[config.mk]
export PLATFORM = sky130hd
export DESIGN_NAME = asynchronous_fifo_flat
export DESIGN_NICKNAME = d
export VERILOG_FILES = /design/src/rtl/asynchronous_fifo_if.sv /design/src/rtl/asynchronous_fifo.sv /design/src/flat_wrapper.sv
export SDC_FILE = /design/constraint.sdc
export NUM_CORES = 1
export LEC_CHECK = 0
export CELL_PAD_IN_SITES_DETAIL_PLACEMENT = 0
export CELL_PAD_IN_SITES_GLOBAL_PLACEMENT = 1
export CORE_UTILIZATION = 54
export CTS_BUF_LIST = sky130_fd_sc_hd__clkbuf_8 sky130_fd_sc_hd__clkbuf_16
export DETAILED_ROUTE_END_ITERATION = 8
export PLACE_DENSITY_LB_ADDON = 0.1
export SETUP_SLACK_MARGIN = 0.4
export SYNTH_ARGS = -nofsm -noshare
export SYNTH_HDL_FRONTEND = slang
export SYNTH_SLANG_ARGS = --single-unit
[constraint.sdc]
create_clock -name clk -period 4.6 [get_ports clk]
set_clock_uncertainty 0.05 [all_clocks]
set_input_delay 0.92 -clock clk [delete_from_list [all_inputs] [get_ports clk]]
set_output_delay 0.92 -clock clk [all_outputs]
set_load 0.005 [all_outputs]
[src/rtl/asynchronous_fifo_if.sv]
// Handshake bundle between a FIFO and its producer/consumer.
// The master side drives requests and write data; the slave side
// (the FIFO) returns registered read data and the occupancy flags.
interface asynchronous_fifo_if #(
  parameter int width = 8
);
  logic             w_en;
  logic             r_en;
  logic [width-1:0] data_in;
  logic [width-1:0] data_out;
  logic             full;
  logic             empty;

  modport master (
    output w_en,
    output r_en,
    output data_in,
    input  data_out,
    input  full,
    input  empty
  );

  modport slave (
    input  w_en,
    input  r_en,
    input  data_in,
    output data_out,
    output full,
    output empty
  );
endinterface

[src/rtl/asynchronous_fifo.sv]
// Single-clock FIFO with depth x width storage.
// Read and write pointers carry one extra wrap bit above the address
// bits, so equal pointers mean empty and pointers that differ only in
// the wrap bit mean full. Read data is registered and holds between pops.
module asynchronous_fifo #(
  parameter int depth = 8,
  parameter int width = 8
) (
  input  logic               clk,
  input  logic               rst,
  asynchronous_fifo_if.slave bus
);

  localparam int aw = (depth > 1) ? $clog2(depth) : 1;
  localparam logic [aw:0] ptr_one = {{aw{1'b0}}, 1'b1};

  logic [width-1:0] mem [depth];
  logic [aw:0]      wr_ptr;
  logic [aw:0]      rd_ptr;
  logic [width-1:0] data_q;
  logic             full;
  logic             empty;
  logic             wr_accept;
  logic             rd_accept;

  // Occupancy flags and accept qualifiers come straight from the registered
  // pointers; a blocked request is simply not accepted, so full+read drops
  // the write and empty+write drops the read without any bypass path.
  always_comb begin
    empty     = (wr_ptr == rd_ptr);
    full      = (wr_ptr[aw] != rd_ptr[aw]) &&
                (wr_ptr[aw-1:0] == rd_ptr[aw-1:0]);
    wr_accept = bus.w_en && !full;
    rd_accept = bus.r_en && !empty;
  end

  // Write pointer: advances once per accepted write, wrap bit toggles
  // naturally when the address bits roll over from depth-1 to 0.
  always_ff @(posedge clk or posedge rst) begin
    if (rst) begin
      wr_ptr <= '0;
    end else if (wr_accept) begin
      wr_ptr <= wr_ptr + ptr_one;
    end
  end

  // Read pointer and registered output word; data_out only changes on a pop.
  always_ff @(posedge clk or posedge rst) begin
    if (rst) begin
      rd_ptr <= '0;
      data_q <= '0;
    end else if (rd_accept) begin
      rd_ptr <= rd_ptr + ptr_one;
      data_q <= mem[rd_ptr[aw-1:0]];
    end
  end

  // Storage array is deliberately not reset; stale entries are unreachable
  // until the write pointer passes over them again.
  always_ff @(posedge clk) begin
    if (wr_accept) begin
      mem[wr_ptr[aw-1:0]] <= bus.data_in;
    end
  end

  assign bus.data_out = data_q;
  assign bus.full     = full;
  assign bus.empty    = empty;

endmodule

[src/flat_wrapper.sv]
// flat-port wrapper written by rule: the top's interface ports become plain ports
module asynchronous_fifo_flat 
#(
  parameter int depth = 8,
  parameter int width = 8
)
  (clk, rst, bus_w_en, bus_r_en, bus_data_in, bus_data_out, bus_full, bus_empty);
  asynchronous_fifo_if #(.width(width)) bus_i ();
  input  logic clk;
  input  logic rst;
  input wire logic [$bits(bus_i.w_en)-1:0] bus_w_en;
  input wire logic [$bits(bus_i.r_en)-1:0] bus_r_en;
  input wire logic [$bits(bus_i.data_in)-1:0] bus_data_in;
  output wire logic [$bits(bus_i.data_out)-1:0] bus_data_out;
  output wire logic [$bits(bus_i.full)-1:0] bus_full;
  output wire logic [$bits(bus_i.empty)-1:0] bus_empty;
  assign bus_i.w_en = bus_w_en;
  assign bus_i.r_en = bus_r_en;
  assign bus_i.data_in = bus_data_in;
  assign bus_data_out = bus_i.data_out;
  assign bus_full = bus_i.full;
  assign bus_empty = bus_i.empty;
  asynchronous_fifo #(.depth(depth), .width(width)) u_core (.clk(clk), .rst(rst), .bus(bus_i));
endmodule
==> impl_metrics.env <==
export IMPL_ys_warn_count=0
export IMPL_p_per_area_mw_per_mm2=636
export IMPL_cts_resized=0
export IMPL_drive_above_1_share_pct=21.2
export IMPL_cpLargestDelayFamily="buffers and inverters"
export IMPL_grt_busiest_layer="met2"
export IMPL_crit_type="reg -> out"
export IMPL_numPortBuffers=21
export IMPL_rsz0062_at_grt="false"
export IMPL_setup_tns_ps=0
export IMPL_cp_cell_sequence="buf_4 -> xor2_2 -> or2_2 -> nor3_1 -> clkdlybuf4s50_1"
export IMPL_met1_usage_pct=25.6
export IMPL_cts_max_level=3
export IMPL_dieArea_mm2=0.00625
export IMPL_startpoint="u_core.rd_ptr[0]"
export IMPL_io_pins=22
export IMPL_rr_startpoint="u_core.rd_ptr[1]"
export IMPL_synth_cells=170
export IMPL_ir_worst_vdd_v=0.000327
export IMPL_setup_viol=0
export IMPL_core_area_mm2=0.00561
export IMPL_layout_nets=212
export IMPL_cts_sinks=80
export IMPL_numPlacedInstances=259
export IMPL_max_clock_path_buffers=2
export IMPL_area_delta_synth_final_pct=15.7
export IMPL_routed_wirelength_mm=5.17
export IMPL_postCtsHoldBufs=0
export IMPL_grt_usage_pct=19.3
export IMPL_fin_cells=275
export IMPL_clk_pin_slew_ps=80
export IMPL_critical_path_required_ps=3630
export IMPL_leakagePower_nw=1.31
export IMPL_max_slew_margin_pct=40.7
export IMPL_dpl_cell_area_mm2=0.00349
export IMPL_cp_num_buf_inv=2
export IMPL_first_iter_violations=110
export IMPL_drc=0
export IMPL_die_width_um=79.1
export IMPL_grt_pass1_vias=1521
export IMPL_postRouteAntennaNets=0
export IMPL_fin_area_mm2=0.00371
export IMPL_ys_seq_area_share_pct=72.4
export IMPL_crit_slowest_cell="clkdlybuf4s50_1"
export IMPL_vias=1504
export IMPL_grt_ovfl_total=0
export IMPL_syn_avg_cell_area_um2=18.9
export IMPL_hold_slack_ps=430
export IMPL_netlist_area_mm2=0.00321
export IMPL_synth_distinct_cells=27
export IMPL_wl_per_cell_um=18.8
export IMPL_antenna_found_initial=0
export IMPL_power_total_w=0.00236
export IMPL_cts_tree="built"
export IMPL_max_slew_worst_pin_slew_ps=885
export IMPL_dp_hpwl_mm=3.42
export IMPL_insertion_delay_ps=340
export IMPL_diodes=0
export IMPL_min_period_ps=3170
export IMPL_clock_fmax_mhz=316
export IMPL_worstSetupEndpointType="output port"
export IMPL_die_h_um=79.1
export IMPL_grt_use_met3_pct=4.48
export IMPL_hold_viol=0
export IMPL_arrival_ps=2200
export IMPL_cts_made_buffers=9
export IMPL_hp_start="u_core.bus.data_out[7]"
export IMPL_rows=27
export IMPL_synth_nets=184
export IMPL_drv_cap=0
export IMPL_firstDrtPassIters=4
export IMPL_grt_max_degree=21
export IMPL_via_per_inst=5.47
export IMPL_finalMaxSlewViolations=0
export IMPL_post_cts_buffers=0
export IMPL_status="complete, no violations"
export IMPL_cp_start_kind="flop"
export IMPL_grtUsageMet2_pct=30.7
export IMPL_cp_max_fo=20
export IMPL_yosys_register_bits=80
export IMPL_hold_path_class="reg -> reg"
export IMPL_crit_path_max_incr_delay_ps=530
export IMPL_start_util_pct=57.2
export IMPL_routabilityCongestion=0.763
export IMPL_period_share_pct=68.8
export IMPL_grt_pass1_wl_mm=8.23
export IMPL_cts_root_buffer="clkbuf_8"
## tightest hold or removal path, stage by stage (launching register included)
cell     delay [ps]
dfrtp_1         350
nand2_1          40
o21ai_0          60
## synth_stat cells
master	n	area share, %
mux4_2	16	11
o41ai_4	1	0.86
mux2_1	1	0.35
xor2_2	2	1.0
nor2_1	8	0.94
dfrtp_1	16	12
buf_2	4	0.62
buf_4	2	0.47
xor2_1	6	1.6
edfxtp_1	64	60
buf_6	1	0.35
inv_1	4	0.47
o21ai_0	8	1.2
nor3_1	4	0.62
nand2_1	9	1.1
nand3_1	1	0.16
clkbuf_1	1	0.12
o41ai_2	1	0.51
ha_1	2	0.78
or2_2	1	0.20
or2_1	1	0.20
mux2i_1	8	2.5
nor3_2	1	0.31
xnor2_1	3	0.82
nand2b_1	3	0.59
mux2_4	1	0.47
buf_1	1	0.12
## cells in the final DEF, fill, tap and decap left out, types with 2 or more instances in the layout
| master | synthesis | layout |
|---|---|---|
| buf_4 | 2 | 5 |
| bufinv_16 | 0 | 2 |
| clkbuf_8 | 0 | 10 |
| clkdlybuf4s50_1 | 0 | 21 |
| clkinv_2 | 0 | 2 |
| dfrtp_1 | 16 | 16 |
| edfxtp_1 | 64 | 64 |
| ha_1 | 2 | 2 |
| inv_1 | 4 | 5 |
| mux2i_1 | 8 | 8 |
| mux4_2 | 16 | 16 |
| nand2_1 | 9 | 9 |
| nand2b_1 | 3 | 3 |
| nor2_1 | 8 | 8 |
| nor3_1 | 4 | 4 |
| o21ai_0 | 8 | 8 |
| xnor2_1 | 3 | 3 |
| xor2_1 | 6 | 6 |
| xor2_2 | 2 | 2 |
## kinds of logic (layout without fill, tap and decap cells)
| family | Yosys count | after routing | synth area share, % |
|---|---|---|---|
| flip-flops | 80 | 80 | 72.4 |
| AO/OA/AOI/OAI | 10 | 10 | 2.61 |
| multiplexers | 26 | 26 | 14.5 |
| XOR/XNOR | 11 | 11 | 3.47 |
| buffers and inverters | 13 | 46 | 2.14 |
| adder cells (fa/ha/maj) | 2 | 2 | 0.780 |
| AND/OR/NAND/NOR | 28 | 28 | 4.06 |
## area by class of cell
cell class | count | area, um^2
clock buffer | 10 | 138
clock inverter | 6 | 82.6
fill | 400 | 1900
inverter | 4 | 15.0
multi-input combinational | 77 | 817
sequential | 80 | 2320
tap | 72 | 90.1
timing repair buffer | 26 | 248
## stage by stage
| stage | utilization (%) | worst slack [ps] |
|---|---|---|
| global route | 66.2 | 1260 |
| floorplan | - | 2300 |
| CTS | 66.2 | 1390 |
| detailed placement | 62.3 | 1690 |
| global placement | 62.3 | 1750 |
| finish | 66.2 | 1430 |
## per-layer routing
| metal | wire [um] | vias up |
|---|---|---|
| li1 | - | 701 |
| met1 | 2290 | 769 |
| met2 | 2650 | 24 |
| met3 | 130 | 10 |
| met4 | 102 | 0 |
| met5 | 0 | - |
## where the power goes
group | switching, W | internal, W
Combinational | 0.000362 | 0.000383
Clock | 0.000239 | 0.000319
Sequential | 0.000107 | 0.000951
Total | 0.000708 | 0.00165
## registers in the layout, summed over array words and instances, names as in the netlist
name,count
u_core.bus.data_out,8
u_core.mem,64
u_core.wr_ptr,4
u_core.rd_ptr,4
## worst paths after layout
check | end | slack, ps | cells after the start
max | bus_full | 1430 | 5
min | u_core.bus.data_out[7] | 430 | 2
max reg2reg | u_core.mem[3][0] | 1860 | 4
min reg2reg | u_core.bus.data_out[7] | 430 | 2
max in group asynchronous | u_core.rd_ptr[3] | 3180 | 2
min in group asynchronous | u_core.bus.data_out[1] | 910 | 2
Power figures use the tool's default switching activity.
